===== src/rtl/serial_comp.sv =====
// Multi-cycle magnitude comparator: walks SLICE-bit slices MSB first, exits early
// on the first unequal slice, and falls back to a cascade input when all slices match.
module serial_comp #(
  parameter int WIDTH = 16,
  parameter int SLICE = 4
) (
  input  logic             clk,
  input  logic             rst,
  input  logic             start,
  input  logic [WIDTH-1:0] a,
  input  logic [WIDTH-1:0] b,
  input  logic             is_signed,
  input  logic             great,
  input  logic             equal,
  input  logic             less,
  output logic             ready,
  output logic             done,
  output logic             L,
  output logic             EQ,
  output logic             G
);

  localparam int NSLICE = WIDTH / SLICE;
  localparam int IDXW   = (NSLICE > 1) ? $clog2(NSLICE) : 1;
  localparam logic [IDXW-1:0] TOP_IDX = IDXW'(NSLICE - 1);

  typedef enum logic [1:0] {IDLE, RUN, DONE} state_t;

  state_t           state, state_d;
  logic [IDXW-1:0]  idx, idx_d;
  logic [WIDTH-1:0] a_q, b_q;
  logic             sgn_q, g_q, e_q, l_q;

  logic [WIDTH-1:0] a_sh, b_sh;
  logic [SLICE-1:0] a_sl, b_sl;
  logic             load, res_we, res_l, res_eq, res_g;

  // Current slice of the captured operands. In signed mode the sign bits are
  // flipped on the top slice so an unsigned compare orders two's-complement values.
  always_comb begin
    a_sh = a_q >> (SLICE * int'(idx));
    b_sh = b_q >> (SLICE * int'(idx));
    a_sl = a_sh[SLICE-1:0];
    b_sl = b_sh[SLICE-1:0];
    if (sgn_q && (idx == TOP_IDX)) begin
      a_sl[SLICE-1] = ~a_sl[SLICE-1];
      b_sl[SLICE-1] = ~b_sl[SLICE-1];
    end
  end

  // NOTE: every signal written here gets a default first, so no path through the
  // case statement can leave one unassigned and infer a latch.
  always_comb begin
    state_d = state;
    idx_d   = idx;
    load    = 1'b0;
    res_we  = 1'b0;
    res_l   = 1'b0;
    res_eq  = 1'b0;
    res_g   = 1'b0;
    case (state)
      IDLE: begin
        if (start) begin
          load    = 1'b1;
          idx_d   = TOP_IDX;
          state_d = RUN;
        end
      end
      RUN: begin
        if (a_sl > b_sl) begin
          res_we  = 1'b1;
          res_g   = 1'b1;
          state_d = DONE;
        end else if (a_sl < b_sl) begin
          res_we  = 1'b1;
          res_l   = 1'b1;
          state_d = DONE;
        end else if (idx != '0) begin
          idx_d = idx - 1'b1;
        end else begin
          res_we  = 1'b1;
          state_d = DONE;
          if (g_q)      res_g  = 1'b1;
          else if (l_q) res_l  = 1'b1;
          // An all-zero cascade also resolves as equal.
          else          res_eq = e_q | ~(g_q | l_q);
        end
      end
      DONE:    state_d = IDLE;
      default: state_d = IDLE;
    endcase
  end

  // NOTE: sequential state uses non-blocking assignments so every register
  // samples the pre-edge values regardless of block ordering.
  always_ff @(posedge clk or posedge rst) begin
    if (rst) begin
      state <= IDLE;
      idx   <= '0;
    end else begin
      state <= state_d;
      idx   <= idx_d;
    end
  end

  // NOTE: the operand capture registers are reset too; they are few and a
  // known post-reset value keeps simulation free of X on the slice compare.
  always_ff @(posedge clk or posedge rst) begin
    if (rst) begin
      a_q   <= '0;
      b_q   <= '0;
      sgn_q <= 1'b0;
      g_q   <= 1'b0;
      e_q   <= 1'b0;
      l_q   <= 1'b0;
      L     <= 1'b0;
      EQ    <= 1'b0;
      G     <= 1'b0;
    end else begin
      if (load) begin
        a_q   <= a;
        b_q   <= b;
        sgn_q <= is_signed;
        g_q   <= great;
        e_q   <= equal;
        l_q   <= less;
      end
      if (res_we) begin
        L  <= res_l;
        EQ <= res_eq;
        G  <= res_g;
      end
    end
  end

  assign ready = (state == IDLE);
  assign done  = (state == DONE);

endmodule

===== config.mk =====
export PLATFORM = sky130hd
export DESIGN_NAME = serial_comp
export DESIGN_NICKNAME = d
export VERILOG_FILES = /design/src/rtl/serial_comp.sv
export SDC_FILE = /design/constraint.sdc
export NUM_CORES = 1
export LEC_CHECK = 0
export ABC_AREA = 1
export ABC_CLOCK_PERIOD_IN_PS = 3600
export CORE_MARGIN = 10
export CORE_UTILIZATION = 50
export DETAILED_ROUTE_END_ITERATION = 7
export GPL_TIMING_DRIVEN = 0
export PLACE_DENSITY = 0.78
export SLEW_MARGIN = 10
export SYNTH_ARGS = -nofsm -noshare
export SYNTH_HDL_FRONTEND = slang
export SYNTH_SLANG_ARGS = --single-unit

===== constraint.sdc =====
create_clock -name clk -period 3.6 [get_ports clk]
set_input_delay 0.72 -clock clk [delete_from_list [all_inputs] [get_ports clk]]
set_output_delay 0.72 -clock clk [all_outputs]
set_load 0.02 [all_outputs]

After elaboration in Yosys (flattened, before gate mapping) --
Index checks and enable logic that the tools add are counted.
Cells by class: $add $sub $neg 1, order comparisons 2, equal/unequal tests 8, shifts and indexed selects 2, muxes and demuxes 35, bitwise operators 5, reductions and logical operators 6
Operators with widths (number):
- right shift 16 x 4 -> 4 bit | 2
- two-way mux 1 bit | 25
- two-way mux 2 bit | 8
- inequality test 2 bit (second input constant) | 4
- one-hot mux 2 bit (2 select lines) | 2
- AND reduction 5 bit | 1
- == test 2 bit (second input constant) | 2
- greater-than comparator 4 bit | 1
- less-than comparator 4 bit | 1
- inequality test 4 bit (second input constant) | 1
- nonzero test 2 bit | 2
- inverter 1 bit | 3
- == test 2 x 1 -> 1 bit (second input constant) | 1
- logical NOT 2 bit | 1
- OR 1 bit | 2
- AND reduction 2 bit | 1
- subtractor 2 x 1 -> 2 bit (second input constant) | 1
- logical AND 1 bit | 1
Word-level totals: bits in registers 43, bits of input ports 39, output and inout bits 5

Depth between registers and ports, before layout --
Gate-level depths: netlist of run 1.
depth in word-level cells 9, mapped depth 15

Least setup slack after synthesis of run 1 --
No wires, ideal clock.
path kind reg-to-reg, start register idx[1], end register idx[0], arrival 1.844 ns, slack 1.690 ns, cell stages (with the launch flop) 15, path through dfrtp_1 > buf_2 > clkinv_1 > nand3_1 > nand2_1 > xor2_1 > ha_1 > nand2_1 > inv_1 > nand2_1 > nor2_1 > nand3_1 > nand2_1 > nand2_1 > nand2_1
On the way: longest elaborated chain between the ends 6
Ends and longest elaborated chain:
- start: declaration | line 30 | logic [IDXW-1:0] idx, idx_d;
- start signal: assignment | line 102 | idx <= idx_d;
- right shift 16 x 4 -> 4 bit, or another cell as far along | line 41 | a_sh = a_q >> (SLICE * int'(idx));
- inverter 1 bit, or another cell as far along | line 46 | a_sl[SLICE-1] = ~a_sl[SLICE-1];
- two-way mux 1 bit | line 45 | if (sgn_q && (idx == TOP_IDX)) begin
- less-than comparator 4 bit / greater-than comparator 4 bit (equally long branches) | line 74, 70
- inequality test 2 bit (no line)
- AND reduction 5 bit (no line) *
Mark *: on every way between the ends. The rest lies on a longest branch, timed or not. A chain may end at the register's enable or synchronous reset.

Worst setup path in the final report of run 1 --
Same ends and word-level chain as after synthesis.

==> results of run 1 <==
layout make-up:
| type | instances | share of cell area, % |
|---|---|---|
| timing repair buffer | 43 | 16.18 |
| multi-input combinational | 135 | 35.39 |
| clock buffer | 7 | 3.171 |
| sequential | 42 | 38.60 |
| inverter | 15 | 2.068 |
| buffer | 8 | 2.114 |
| tap | 50 | 2.298 |
| clock inverter | 1 | 0.1838 |
sequential cells by signal, summed over array words and instances (netlist names):
signal  cells
a_q        16
b_q        16
idx         2
state       2
EQ          1
G           1
L           1
g_q         1
l_q         1
sgn_q       1
logic make-up (layout without fill, tap and decap cells):
logic type               Yosys count  count (layout)  synth area share (%)
buffers and inverters             23              74                 5.349
AND/OR/NAND/NOR                   70              70                 13.76
adder cells (fa/ha/maj)            6               6                 3.527
XOR/XNOR                           2               2                0.8232
flip-flops                        42              42                 49.38
AO/OA/AOI/OAI                     27              27                 6.526
multiplexers                      30              30                 20.63
per-stage QoR:
stage / std cells / hold WS [ns] / total power, mW / utilization (%) / instance area, sq um
after floorplan: 200 / 0.4759 / 1.811 / - / 2128
after global placement: 292 / 0.4613 / 2.082 / 64.35 / 2611
after detailed placement: 293 / 0.4635 / 2.135 / 64.85 / 2631
after CTS: 301 / 0.4835 / 2.455 / 67.10 / 2723
after global routing: 301 / 0.5304 / 2.631 / 67.10 / 2723
final: 301 / 0.4824 / 2.440 / 67.10 / 2723
critical path, stage by stage (launching register included):
cell	delay [ns]
dfrtp_1	0.36
buf_2	0.23
clkinv_1	0.28
nand3_1	0.18
nand2_1	0.07
xor2_1	0.14
ha_1	0.29
nand2_1	0.06
inv_1	0.06
nand2_1	0.10
nor2_1	0.14
nand3_1	0.13
nand2_1	0.13
nand2_1	0.07
nand2_1	0.05
per-layer routing:
layer | wire [microns] | global-route usage (%)
met4 | 76 | 4.940
met3 | 215 | 4.493
met1 | 1989 | 14.78
met2 | 2210 | 21.73
met5 | 0 | 0
power groups by stage:
stage,clock network [mW],registers (mW),logic (mW)
after floorplan,0,0.818,0.993
after global routing,0.337,0.873,1.42
after global placement,0,0.840,1.24
after CTS,0.321,0.842,1.29
final,0.318,0.840,1.28
after detailed placement,0,0.848,1.29
worst paths after layout:
| check | from | endpoint | slack (ns) | depth (start not counted) |
|---|---|---|---|---|
| max | idx[1] | idx[0] | 1.23 | 14 |
| min | L | L | 0.48 | 2 |
| max reg2reg | idx[1] | idx[0] | 1.23 | 14 |
| min reg2reg | L | L | 0.48 | 2 |
| max in group asynchronous | rst | sgn_q | 2.47 | 3 |
| min in group asynchronous | rst | a_q[4] | 0.66 | 2 |
placed cells by master (no fill, tap or decap), drive strengths merged:
cell type / n
clkinv: 2
mux2: 30
xor2: 1
o22ai: 3
inv: 14
o21ai: 14
dfrtp: 42
nand3: 9
nand2: 39
a21oi: 10
nor2: 21
clkdlybuf4s50: 42
ha: 6
xnor2: 1
buf: 8
nand3b: 1
clkbuf: 8
==> metrics, run 1 <==
layout cell share with drive strength beyond 1 between 10% and 20%; port bufs 42; P&R area growth vs syn 27.92%; Setup Fix Bufs, Post-CTS 0; Post-synth EDFFs 0; setup ws final approximately 1.2 ns; Reg clk slew, reported paths 0.08 ns; Flop pwr share 34.4%; Crit Path Class reg -> reg; Tightest Pin Transition 0.4629 ns; Worst-Skew Late Latency 0.30 ns; GP Congestion roughly 0.77; HP Class reg -> reg; mean area per synthesized cell 10.64 sq um; fin crit period 2.371 ns; power share of the combinational group 52.5%; WL final between 4000 and 5000 microns; post-synth top area share 49.38%; Top FF cell, synth dfrtp_1; Fillers 320; first-pass GRT wire length 7672 microns; RSZ-0062 raised after global routing false; crit share post-route 65.85%; final setup fails 0; Power Internal 1.493 mW; top post-synthesis cells by area dfrtp_1 (49%), mux2_4 (19%), nand2_1 (6.7%); DR pass1 iterations 4; Vias/cell between 5 and 6; Tot GR Track Use 12.96%; Switching Share around two fifths; Seq/Total Area, Yosys around half; CTS H-Tree Depth 2; Syn. warnings 0; CTS resizes 0; Worst Setup End Kind register; Psw 947.1 uW; maximum buffer depth of the clock tree 2; largest area contributor in the netlist dfrtp_1; grt ovf 0; vias in the first global route ~1700; cts hold-fix bufs 0; Crit path required time 3.84 ns; critical path fanouts, max 10; fmax 421.8 MHz; clk sink count 42; Clk pwr share 13.0%; IR drop worst, VDD 0.0004312 V; most common cell in the netlist dfrtp_1; Synth Instances 200; antenna viol nets, final 0; Final Net Count between 200 and 300; Slew headroom 69.14%; Synth Cell Area between 2000 and 2500 sq um; Reg area 1051 sq um; pwr dens 896.3 nW/um^2; Worst EP arrival 2.61 ns; CTS tree yes; initial antenna violation count 0; Die Area 7266 sq um; number of synthesized register bits 42; Multi-input gate area around 960 sq um; status complete, no violations; Ports 44; core area 4058 sq um; CTS Buf Count 5; largest net degree at the start of global routing 32; DRC 0; TNS Setup 0 ns; Lkg Pwr 1.331 nW; Post-Syn Nets roughly 250; Setup Slack @ Placement 1.289 ns; Slew Limit Fails 0; CTS root buf clkbuf_8; die width around 85 microns; synth unique cells 20; max_cap viols 0; Worst setup SP type register; Die Y approximately 85 microns; antenna cells 0; vias 1560; dpl hpwl 3425 microns; Final Hold Fails 0; FP Rows 23; DR iter-0 viols 84; WL/cell 14.92 microns; Post-synth top cells dfrtp_1 (42), nand2_1 (38), mux2_4 (27); Starting Density about 52%; async set-reset flop share out of synthesis 100.0%; Final Skew roughly 0.012 ns
Note: power is estimated with default switching activity, not from simulation.
==> run 2: changes to the inputs <==
ABC_CLOCK_PERIOD_IN_PS = 1900   (was 3600)
CORE_UTILIZATION = 46   (was 50)
PLACE_DENSITY = 0.76   (was 0.78)
clock period = 1.9 ns   (was 3.6 ns; I/O delays follow)
==> metrics, run 2 (same netlist as run 1, synthesis figures left out) <==
setup ws final -0.09048 ns; grt ovf 0; failing checks setup timing; dpl hpwl 3493 microns; Tightest Pin Transition roughly 0.33 ns; vias 1610; Die Area 7748 sq um; Reg clk slew, reported paths 0.07 ns; CTS tree yes; Tot GR Track Use 13.39%; fmax 502.4 MHz; Setup Slack @ Placement -0.2319 ns; Final Hold Fails 0; P&R area growth vs syn 37.51%; port bufs 42; Final Net Count 304; clk sink count between 40 and 50; status complete, but fails checks; core area 4414 sq um; IR drop worst, VDD 0.0009220 V; largest net degree at the start of global routing 29; TNS Setup -0.4137 ns; antenna viol nets, final 0; biggest regs a_q: 16 flops, b_q: 16 flops; Worst Reg2Reg Path Length in Cells 14; overall power ~5.6 mW; DR pass1 iterations 5; CTS H-Tree Depth 2; cts hold-fix bufs 0; WL final 5069 microns; Vias/cell 5.177; final setup fails 7; cell count after placement ~300; maximum buffer depth of the clock tree 2; Crit path required time approximately 2.1 ns; vias in the first global route 1724; die width 88.02 microns; Slew Limit Fails 0; antenna cells 0; FP Rows 24; Slew headroom between 70 and 80%; Worst EP arrival approximately 2.2 ns; Worst R2R Setup Slack -0.09 ns; Worst R2R End idx[0]; initial antenna violation count 0; Ports between 40 and 50; pwr dens 1897 nW/um^2; Starting Density 48.21%; WL/cell 16.30 microns; Die Y 88.02 microns; RR Startpoint idx[0]; Lkg Pwr about 1.4 nW; GP Congestion 0.8180; fin cells ~310; layout cell share with drive strength beyond 1 31.66%; HP Class in -> async; first-pass GRT wire length 8217 microns; CTS root buf clkbuf_8; crit share post-route 104.8%; Final Skew 0.004156 ns; DRC 0; Fillers 335; DR iter-0 viols 73; Worst setup SP type register; RSZ-0062 raised after global routing true; final core occ between 60% and 70%; fin crit period around 2.0 ns; Worst Setup End Kind register; CTS Buf Count 5; critical path fanouts, max 6; max_cap viols 0; highest-count cells in the layout ignoring fill and taps dfrtp_1 (41), clkdlybuf4s50_1 (41), mux2_4 (27); Crit Path Class reg -> reg; Worst-Skew Late Latency 0.30 ns
==> run 2: cell count changes in the layout (fill, tap and decap cells not counted), sizes merged <==
cell and delta:
buf +9, clkdlybuf4s50 -1, dlymetal6s2s +1, clkinv -2
inv +1
==> run 2: power by group <==
group / switching (mW) / internal, mW
sequential: 0.298 / 1.34
combinational: 1.71 / 1.67
clock: 0.284 / 0.253
total: 2.29 / 3.27
==> run 2: cell type report <==
| cell class | instances | area (sq um) | area share (%) |
|---|---|---|---|
| Buffer | 8 | 86.33 | 2.950 |
| Clock buffer | 7 | 76.32 | 2.608 |
| Inverter | 15 | 66.31 | 2.266 |
| Multi-Input combinational cell | 135 | 1067 | 36.47 |
| Sequential cell | 42 | 1052 | 35.96 |
| Tap cell | 52 | 65.06 | 2.223 |
| Timing Repair Buffer | 52 | 513.0 | 17.53 |
==> run 2: critical path, cell delays in order (launching register included) <==
cell and delay, ns:
dfrtp_2 0.45, buf_6 0.16, nand2_2 0.05, nand3_2 0.07, nand2_2 0.05, xnor2_1 0.12, ha_1 0.32, nand2_1 0.07
inv_2 0.09, nand2_4 0.07, nor2_4 0.15, nand3_4 0.11, nand2_4 0.11, nand2_2 0.05, nand2_1 0.05
==> run 2: how the worst max path moves through the flow <==
stage,startpoint,to,slack (ns),cells after the start
after floorplan,idx[1],idx[0],0.07,14
after global placement,rst,b_q[8],-0.27,2
after detailed placement,idx[1],idx[0],-0.23,12
after CTS,idx[0],EQ,-0.02,14
after global routing,idx[0],idx[0],-0.21,14
final,idx[0],idx[0],-0.09,14
==> run 2: through the flow <==
stage                     cell area, sq um  hold WS, ns
after floorplan                       2130       0.4759
after global placement                2615       0.4606
after detailed placement              2635       0.4600
after CTS                             2816       0.3683
after global routing                  2927       0.4009
final                                 2927       0.3578
==> run 2: routing by layer <==
metal | GRT usage [%] | up-vias | share of wire [%]
met4 | 4.137 | 0 | 1.1
li1 | - | 778 | -
met5 | 0 | - | 0
met2 | 22.35 | 49 | 50
met1 | 15.93 | 778 | 43
met3 | 4.457 | 5 | 6.3
==> run 2: what timing repair did <==
item,in CTS,in global routing
endpoints found under the setup margin,7,8
pin swaps,5,14
endpoints found under the hold margin,0,0
setup buffers,3,4
gates cloned,2,0
resized for setup,31,21
